File: config.mk
export PLATFORM = sky130hd
export DESIGN_NAME = inst_fetch
export DESIGN_NICKNAME = d
export VERILOG_FILES = /design/src/rtl/inst_fetch.sv
export SDC_FILE = /design/constraint.sdc
export NUM_CORES = 1
export LEC_CHECK = 0
export CAP_MARGIN = 15
export CELL_PAD_IN_SITES_DETAIL_PLACEMENT = 1
export CELL_PAD_IN_SITES_GLOBAL_PLACEMENT = 1
export CORE_MARGIN = 2
export CORE_UTILIZATION = 31
export CTS_CLUSTER_DIAMETER = 30
export DETAILED_ROUTE_END_ITERATION = 6
export PLACE_DENSITY = 0.88
export SETUP_SLACK_MARGIN = 0.15
export SKIP_CTS_REPAIR_TIMING = 1
export SLEW_MARGIN = 15
export SYNTH_ARGS = -nofsm -noshare
export SYNTH_HDL_FRONTEND = slang
export SYNTH_SLANG_ARGS = --single-unit
File: constraint.sdc
create_clock -name refresh_clk -period 1.65 [get_ports refresh_clk]
set_input_delay 0.4125 -clock refresh_clk [delete_from_list [all_inputs] [get_ports refresh_clk]]
set_output_delay 0.4125 -clock refresh_clk [all_outputs]
set_load 0.02 [all_outputs]
File: src/rtl/inst_fetch.sv
// -----------------------------------------------------------------------------
// inst_fetch -- sequential instruction fetch unit
//
// Walks a program ROM from address 0 up to LAST. Each fetched word is
// registered together with its address and offered to decode through a
// valid/ready handshake. A redirect (jump) reloads the PC and drops the
// pending slot.
//
// Optional feature (compile-time macro):
//   FETCH_LOOP_EN  - after capturing address LAST, reload PC=0 and keep
//                    fetching forever instead of stopping in DONE.
//
// Ports:
//   refresh_clk   in   clock, all state updates on rising edge
//   rst_i         in   asynchronous active-high reset
//   start_i       in   start pulse (honoured in IDLE only)
//   jump_i        in   redirect request (honoured in FETCH only)
//   jump_addr_i   in   [A]      redirect target
//   addr_o        out  [A]      ROM address (the PC register)
//   data_i        in   [W_INST] ROM word for addr_o, same cycle
//   inst_o        out  [W_INST] registered instruction to decode
//   inst_pc_o     out  [A]      address inst_o came from
//   inst_valid_o  out  inst_o / inst_pc_o valid
//   inst_ready_i  in   decode accepts the instruction this cycle
//   done_o        out  sequence complete
// -----------------------------------------------------------------------------

package affine;
    localparam int A      = 8;
    localparam int W_INST = 32;
endpackage

module inst_fetch #(
    parameter int A      = affine::A,
    parameter int W_INST = affine::W_INST,
    parameter int LAST   = 3
) (
    input  logic              refresh_clk,
    input  logic              rst_i,
    input  logic              start_i,
    input  logic              jump_i,
    input  logic [A-1:0]      jump_addr_i,
    output logic [A-1:0]      addr_o,
    input  logic [W_INST-1:0] data_i,
    output logic [W_INST-1:0] inst_o,
    output logic [A-1:0]      inst_pc_o,
    output logic              inst_valid_o,
    input  logic              inst_ready_i,
    output logic              done_o
);

    typedef enum logic [1:0] {
        IDLE  = 2'd0,
        FETCH = 2'd1,
        DONE  = 2'd2
    } state_t;

    localparam logic [A-1:0] LAST_PC = A'(LAST);

    state_t              state_q, state_d;
    logic [A-1:0]        pc_q, pc_d;
    logic [W_INST-1:0]   inst_q, inst_d;
    logic [A-1:0]        inst_pc_q, inst_pc_d;
    logic                valid_q, valid_d;
    logic                done_q, done_d;
    logic                slot_free;

    // The output register can take a new word if it is empty or is being
    // handed to decode in this very cycle.
    assign slot_free = !valid_q || inst_ready_i;

    always_comb begin
        state_d   = state_q;
        pc_d      = pc_q;
        inst_d    = inst_q;
        inst_pc_d = inst_pc_q;
        valid_d   = valid_q;
        // done_o is a registered view of the DONE state, so it rises the
        // cycle after the state has moved to DONE.
        done_d    = (state_q == DONE);

        case (state_q)
            IDLE: begin
                if (start_i) begin
                    state_d = FETCH;
                    pc_d    = '0;
                end
            end

            FETCH: begin
                if (jump_i) begin
                    // Redirect wins over any capture (including LAST); the
                    // pending word, handshaked or not, is dropped.
                    pc_d    = jump_addr_i;
                    valid_d = 1'b0;
                end else if (slot_free) begin
                    inst_d    = data_i;
                    inst_pc_d = pc_q;
                    valid_d   = 1'b1;
                    if (pc_q == LAST_PC) begin
`ifdef FETCH_LOOP_EN
                        pc_d = '0;
`else
                        // PC parks on LAST; the captured word stays valid
                        // until decode takes it in DONE.
                        state_d = DONE;
`endif
                    end else begin
                        pc_d = pc_q + A'(1);
                    end
                end
            end

            DONE: begin
                if (valid_q && inst_ready_i) begin
                    valid_d = 1'b0;
                end
            end

            default: begin
                state_d = IDLE;
            end
        endcase
    end

    always_ff @(posedge refresh_clk or posedge rst_i) begin
        if (rst_i) begin
            state_q   <= IDLE;
            pc_q      <= '0;
            inst_q    <= '0;
            inst_pc_q <= '0;
            valid_q   <= 1'b0;
            done_q    <= 1'b0;
        end else begin
            state_q   <= state_d;
            pc_q      <= pc_d;
            inst_q    <= inst_d;
            inst_pc_q <= inst_pc_d;
            valid_q   <= valid_d;
            done_q    <= done_d;
        end
    end

    assign addr_o       = pc_q;
    assign inst_o       = inst_q;
    assign inst_pc_o    = inst_pc_q;
    assign inst_valid_o = valid_q;
    assign done_o       = done_q;

endmodule

Yosys cells after proc, flatten, opt, wreduce, memory -nomap -nowiden
Cells that the tools add are included.
{"block": "classes", "add_sub_neg": 1, "n_eq_ne": 10, "mux": 14, "n_bitwise": 2, "reduce_logical": 10}
{"cell": "8-bit 2-to-1 mux", "n": 4}
{"cell": "8-bit one-hot mux with 2 select lines", "n": 1}
{"cell": "8-bit by 1-bit adder with 8-bit output, second input constant", "n": 1}
{"cell": "8-bit by 2-bit equality test with 1-bit output, second input constant", "n": 1}
{"cell": "2-bit 2-to-1 mux", "n": 4}
{"cell": "2-bit != test, second input constant", "n": 4}
{"cell": "3-bit != test, second input constant", "n": 2}
{"cell": "2-bit one-hot mux with 3 select lines", "n": 1}
{"cell": "3-bit AND reduction", "n": 2}
{"cell": "5-bit AND reduction", "n": 1}
{"cell": "4-bit AND reduction", "n": 1}
{"cell": "2-bit nonzero test", "n": 2}
{"cell": "1-bit 2-to-1 mux", "n": 3}
{"cell": "2-bit by 1-bit equality test with 1-bit output, second input constant", "n": 1}
{"cell": "2-bit equality test, second input constant", "n": 1}
{"cell": "2-bit logical NOT", "n": 1}
{"cell": "2-bit by 1-bit != test with 1-bit output, second input constant", "n": 1}
{"cell": "1-bit inverter", "n": 2}
{"cell": "1-bit one-hot mux with 2 select lines", "n": 1}
{"cell": "1-bit logical AND", "n": 1}
{"cell": "1-bit logical NOT", "n": 1}
{"cell": "1-bit logical OR", "n": 1}
{"block": "word_totals", "ff_bits": 52, "inputBits": 45, "out_inout_bits": 50, "wordCells": 43}

Depth between registers and ports, before layout
Gate-level depths: netlist (run 1).
{"block": "depth", "word_depth": 5, "ltp_mapped": 7, "mapped_depth_nobuf": 5}

Worst setup path before layout (run 1)
No wires, ideal clock.
{"block": "synth_path", "path_kind": "reg-to-reg", "startpoint": "register pc_q[0], in the netlist addr_o[0]", "endpoint": "register pc_q[6], in the netlist addr_o[6]", "setup_time_ns": 0.124, "arrival_time_ns": 1.509, "required_ns": 1.526, "path_slack_ns": 0.017, "path_stages_with_launch": 6, "n_path_buf": 0, "period_less_slack_ns": 1.633, "cell_sequence": "dfrtp_1 ha_1 and3_1 and3_1 nor3b_1 a211o_1"}
{"block": "synth_via", "elab_chain_cells": 5}
{"element": "start: declaration", "line": "61", "text": "logic [A-1:0] pc_q, pc_d;"}
{"element": "start signal: assignment", "line": "136", "text": "pc_q <= pc_d;"}
{"element": "8-bit by 1-bit adder with 8-bit output", "line": "109", "text": "pc_d = pc_q + A'(1);"}
{"element": "8-bit 2-to-1 mux", "line": "100", "text": "if (pc_q == LAST_PC) begin"}
{"element": "8-bit 2-to-1 mux", "line": "96", "text": "end else if (slot_free) begin"}
{"element": "8-bit 2-to-1 mux", "line": "91", "text": "if (jump_i) begin"}
{"element": "8-bit one-hot mux with 2 select lines", "line": "82", "text": "case (state_q)"}
Parallel ways exist; a longest one is shown, timed or not. The select of a mux whose other input is x is not followed.
A chain may end at the register's enable or synchronous reset.

Final worst setup path (run 1)
{"block": "layout_path", "startpoint": "register state_q[1]", "endpoint": "register inst_q[20], in the netlist inst_o[20]"}
{"block": "layout_via", "elab_chain_cells": 2}
{"element": "start: declaration", "line": "60", "text": "state_t state_q, state_d;"}
{"element": "start signal: assignment", "line": "135", "text": "state_q <= state_d;"}
{"element": "2-bit by 1-bit equality test with 1-bit output", "line": "82"}
{"element": "3-bit AND reduction (no source line)"}
{"element": "end signal: assignment", "line": "137", "text": "inst_q <= inst_d;"}
{"element": "end: declaration", "line": "62", "text": "logic [W_INST-1:0] inst_q, inst_d;"}
No other way between the ends.

==> results of run 1 <==
## sequential cells by signal, indices dropped and copies added (netlist names)
register / count
inst_o: 32
addr_o: 8
inst_pc_o: 8
state_q: 2
done_o: 1
inst_valid_o: 1
## per-stage QoR
step / area, um2 / power (uW)
floorplan: 2400 / 2720
global placement: 3580 / 3580
detailed placement: 3580 / 3640
CTS: 3670 / 4380
global route: 3960 / 4600
finish: 3960 / 4360
## where the power goes
group          switching [uW]  internal, uW
Combinational             831          1050
Clock                     424           297
Sequential                207          1550
## cell usage after synthesis (2+ instances only)
| cell | n | area, um2 |
|---|---|---|
| a211o_1 | 2 | 17.5 |
| a21o_1 | 3 | 22.5 |
| a21oi_1 | 3 | 15.0 |
| a22oi_1 | 2 | 15.0 |
| and3_1 | 5 | 31.3 |
| buf_6 | 5 | 56.3 |
| dfrtp_1 | 52 | 1300 |
| inv_1 | 2 | 7.51 |
| mux2_1 | 2 | 22.5 |
| mux2_4 | 38 | 571 |
| nand2_1 | 3 | 11.3 |
| nand2b_1 | 3 | 18.8 |
| nand3_1 | 3 | 15.0 |
| nor2_1 | 4 | 15.0 |
| nor3_1 | 2 | 10.0 |
| nor3b_1 | 2 | 15.0 |
| o21ai_1 | 4 | 20.0 |
| o2bb2ai_1 | 5 | 43.8 |
| o31ai_1 | 2 | 15.0 |
## cell usage in the layout (no fill, tap or decap), types with 3 or more instances in the layout
cell	count
clkbuf_8	5
nand2_1	3
dfrtp_1	50
nand3_1	3
and3_1	4
clkdlybuf4s50_1	42
mux2_4	38
dlymetal6s2s_1	52
nor2_1	4
buf_12	4
a21o_1	3
buf_4	17
## layer usage
metal | share of wire, % | GRT usage, % | wire (um) | vias to the layer above
met5 | 0 | 0 | 0 | -
met4 | 1.2 | 4.29 | 81 | 0
met3 | 5.9 | 3.86 | 405 | 7
met2 | 48 | 26.0 | 3310 | 76
met1 | 44 | 21.3 | 3030 | 913
li1 | - | - | - | 824
## kinds of logic (layout without fill, tap and decap cells)
| family | Yosys count | count (layout) | synth area share, % |
|---|---|---|---|
| buffers and inverters | 10 | 127 | 3.36 |
| AND/OR/NAND/NOR | 29 | 29 | 7.62 |
| multiplexers | 41 | 41 | 25.3 |
| flip-flops | 52 | 52 | 54.7 |
| AO/OA/AOI/OAI | 28 | 28 | 8.46 |
| adder cells (fa/ha/maj) | 1 | 1 | 0.526 |
## worst max path at each step
stage | slack [ns] | cells past startpoint | to | startpoint
final | 0.09 | 4 | inst_o[20] | state_q[1]
after global routing | 0.03 | 5 | addr_o[6] | addr_o[0]
after CTS | -0.18 | 1 | addr_o[3] | addr_o[3]
after detailed placement | -0.37 | 5 | addr_o[4] | jump_i
after global placement | -0.23 | 5 | inst_o[21] | inst_ready_i
after floorplan | 0.18 | 6 | inst_o[0] | state_q[0]
## area by class of cell
cell class	count	area share (%)
well taps	99	3.13
clock inverters	3	0.474
multi-input cells	99	27.9
repair buffers	117	33.5
inverters	2	0.284
clock buffers	5	1.74
flip-flops and latches	52	32.9
==> results.md, run 1 <==
* Crit path arrival time at 1.74 ns
* EDFF count, synth at 0
* Final Slew Violations at 0
* Drt via density at 4.83
* Clock Sinks at 52
* Hold path endpoint: inst_valid_o
* Synth Instances at 161
* DIE AREA at 0.00839 mm2
* Crit path launch type: flop
* Slew @ Worst Pin at 0.344 ns
* Tcrit/Tclk final at 94.4%
* Critical path's slowest cell: dfrtp_1
* TritonCTS clock tree: yes
* Global-route wire length before repair at 10600 um
* CP Capture Type: flop
* Worst Skew at 0.00905 ns
* GP Congestion at 0.871
* Worst-skew pair later-pin latency at 0.30 ns
* Core ar. at 0.00733 mm2
* Diode count at 0
* Multi-input gate area at 0.00111 mm2
* Worst Path Max Fanout at 18
* DRT antenna net count at 0
* Max_cap viols at 0
* Final worst setup slack at 0.0929 ns
* Async SR Flop Fraction at 100%
* CP required at 1.83 ns
* CTS H-Tree Depth at 2
* Iteration-0 DRC count of the detailed router at 54
* Buf/Inv on CP at 1
* Mapped Area at 0.00238 mm2
* Final Util at 54.1%
* Die width at 91.6 um
* Synth Area per Inst at 14.8 um2
* Pre-CTS setup slack at -0.368 ns
* Top Family by Delay on Critical Path: simple AND/OR/NAND/NOR gates
* Crit path largest cell delay at 0.41 ns
* Synth unique cells at 38
* Final wirelength at 6820 um
* Total negative setup slack at 0 ns
* Most used DFF post-synth: dfrtp_1
* Finished Layout Cells at 377
* Hold Fails Final Rpt at 0
* Dpl hpwl at 4850 um
* Syn. warnings at 0
* CTS Buf Count at 5
* Port Buffers at 94
* Fin crit period at 1.56 ns
* Boundary pin count at 95
* Vias at 1820
* Sequential area share after synthesis at 54.7%
* Status: completed
* Max VDD drop at 0.000470 V
* Initial antenna violation count at 0
* Global Route Usage Sum at 16.0%
* CTS clk-pin slew, worst paths at 0.09 ns
* Hold_ws at 0.505 ns
* FF+latch count, synth at 52
* Rows at 31
* Synth Net Count at 207
* Pre-antenna DRT Iters at 4
* Remaining DRCs at 0
* Final setup viols at 0
* CTS Buffer Depth at 2
* Vias in the first global route at 1969
* Unrepaired setup endpoints after global routing: true
* Fill cell count at 709
* WL/cell at 18.1 um
* Worst Hold Depth at 2
* Initial core utilization at 32.5%
* Depth of the worst register-to-register path at 4
* Largest net degree at the start of global routing at 53
* Root buffer cell: clkbuf_8
* Slew HR at 77.0%
* Share of post-route cells with drive strength above 1 at 31.7%
* Min-delay src: jump_i
* Final #Nets at 323
* Storage element area at 0.00130 mm2
* Hold Crit Class: in -> reg
* F_max at 642 MHz
* Pwr dens at 1100 mW/mm2
* Worst r2r src: state_q[1]
* Leak pwr at 0.00225 uW
* Chip Height at 91.6 um
* Area Overhead vs Synth at 66.5%
* Worst-path cell chain: and2b_4 > nand3b_4 > buf_12 > mux2_1
* GRT overflow at 0
* Reg2Reg Setup Slack at 0.09 ns
* CP Class: reg -> reg
* DP Cell Count at 363
* Worst reg2reg path endpoint: inst_o[20]
(Power assumes the default switching activity.)
==> run 2: changes to the inputs <==
--- a/config.mk
+++ b/config.mk
@@ -13,6 +13,7 @@
 export CTS_CLUSTER_DIAMETER = 30
 export DETAILED_ROUTE_END_ITERATION = 6
 export PLACE_DENSITY = 0.88
+export REMOVE_ABC_BUFFERS = 1
 export SETUP_SLACK_MARGIN = 0.15
 export SKIP_CTS_REPAIR_TIMING = 1
 export SLEW_MARGIN = 15
==> results.md, run 2 (synthesis results as in run 1) <==
* Status: completed
* Core ar. at 0.00733 mm2
* Global Route Usage Sum at 15.0%
* Rows at 31
* CTS Buf Count at 5
* Clock Sinks at 52
* Worst r2r src: state_q[1]
* Diode count at 0
* Final setup viols at 0
* Max VDD drop at 0.000440 V
* Dpl hpwl at 4720 um
* Critical path launch point: state_q[1]
* Hold Fails Final Rpt at 0
* Vias in the first global route at 1942
* Final #Nets at 333
* Crit path launch type: flop
* Final worst setup slack at 0.155 ns
* Root buffer cell: clkbuf_8
* TritonCTS clock tree: yes
* Crit path to: inst_o[1]
* Storage element area at 0.00131 mm2
* Share of post-route cells with drive strength above 1 at 34.4%
* Slew @ Worst Pin at 0.383 ns
* Pre-CTS setup slack at -0.275 ns
* DRT antenna net count at 0
* Multi-input gate area at 0.00107 mm2
* DIE AREA at 0.00839 mm2
* Initial antenna violation count at 0
* CP Capture Type: flop
* Max FFs per register at 32
* Worst-skew pair later-pin latency at 0.30 ns
* Max_cap viols at 0
* Power after layout at 4360 uW
* CTS H-Tree Depth at 2
* Worst Skew at 0.00979 ns
* CTS clk-pin slew, worst paths at 0.10 ns
* Area Overhead vs Synth at 65.9%
* Remaining DRCs at 0
* Vias at 1825
* Unrepaired setup endpoints after global routing: true
* Chip Height at 91.6 um
* DP Cell Count at 368
* Iteration-0 DRC count of the detailed router at 60
* Finished Layout Cells at 387
* GP Congestion at 0.784
* Hold Crit Class: in -> async
* Port Buffers at 94
* CP Class: reg -> reg
* Global-route wire length before repair at 10000 um
* CTS Buffer Depth at 2
* Final Slew Violations at 0
* Depth of the worst register-to-register path at 4
* Largest net degree at the start of global routing at 30
* Final wirelength at 6570 um
* CP required at 1.84 ns
* Boundary pin count at 95
* Worst reg2reg path endpoint: inst_o[1]
* Pwr dens at 1100 mW/mm2
* Reg2Reg Setup Slack at 0.16 ns
* Most frequent cells in the layout: dlymetal6s2s_1 (50), dfrtp_1 (47), clkdlybuf4s50_1 (42)
* WL/cell at 17.0 um
* Worst Path Max Fanout at 12
* Fin crit period at 1.49 ns
* Drt via density at 4.72
* Tcrit/Tclk final at 90.6%
* Fill cell count at 728
* Commonest non-fill, non-tap cell in the layout: dlymetal6s2s_1
* F_max at 669 MHz
* Initial core utilization at 32.5%
* Pre-antenna DRT Iters at 4
* Slew HR at 74.4%
* Leak pwr at 0.00224 uW
* GRT overflow at 0
* Die width at 91.6 um
* Crit path arrival time at 1.69 ns
==> run 2: cell type report <==
class | count | share of cell area (%)
multi-input cells | 99 | 27.0
flip-flops and latches | 52 | 33.1
repair buffers | 127 | 34.3
clock inverters | 3 | 0.475
well taps | 99 | 3.14
clock buffers | 5 | 1.74
inverters | 2 | 0.190
==> run 2: stage by stage <==
stage | hold slack, ns | util [%] | area [um2] | setup TNS [ns]
after floorplan | 0.497 | - | 2310 | -29.01
after global placement | 0.476 | 48.7 | 3570 | -9.66
after detailed placement | 0.486 | 48.7 | 3570 | -11.11
after CTS | 0.476 | 49.9 | 3660 | -3.56
after global routing | 0.493 | 53.8 | 3950 | 0
final | 0.466 | 53.8 | 3950 | 0
==> run 2: where the power goes <==
part           total (uW)  switching (uW)  internal, uW  leakage (uW)
logic                1890             821          1070       0.00158
registers            1750             203          1550      0.000612
clock network         719             422           297     0.0000479
total                4360            1450          2920       0.00224
==> run 2: layer usage <==
| metal | wire length (um) | share of wire (%) | track usage (%) |
|---|---|---|---|
| met3 | 373 | 5.7 | 4.52 |
| met5 | 0 | 0 | 0 |
| met2 | 3400 | 52 | 25.7 |
| met4 | 29 | 0.44 | 3.16 |
| met1 | 2770 | 42 | 18.6 |
==> run 2: worst min path at each step <==
stage | end | slack, ns | depth (start not counted)
after global routing | inst_o[0] | 0.49 | 3
after detailed placement | inst_o[20] | 0.49 | 1
after CTS | inst_o[0] | 0.48 | 3
final | inst_o[23] | 0.47 | 3
after global placement | inst_o[21] | 0.48 | 1
after floorplan | inst_valid_o | 0.50 | 1
==> run 2: critical path, stage by stage, from the launching register on <==
cell and delay [ns]:
dfrtp_1 0.39, and2b_4 0.30, nand3b_4 0.18, buf_12 0.21
mux2_4 0.31
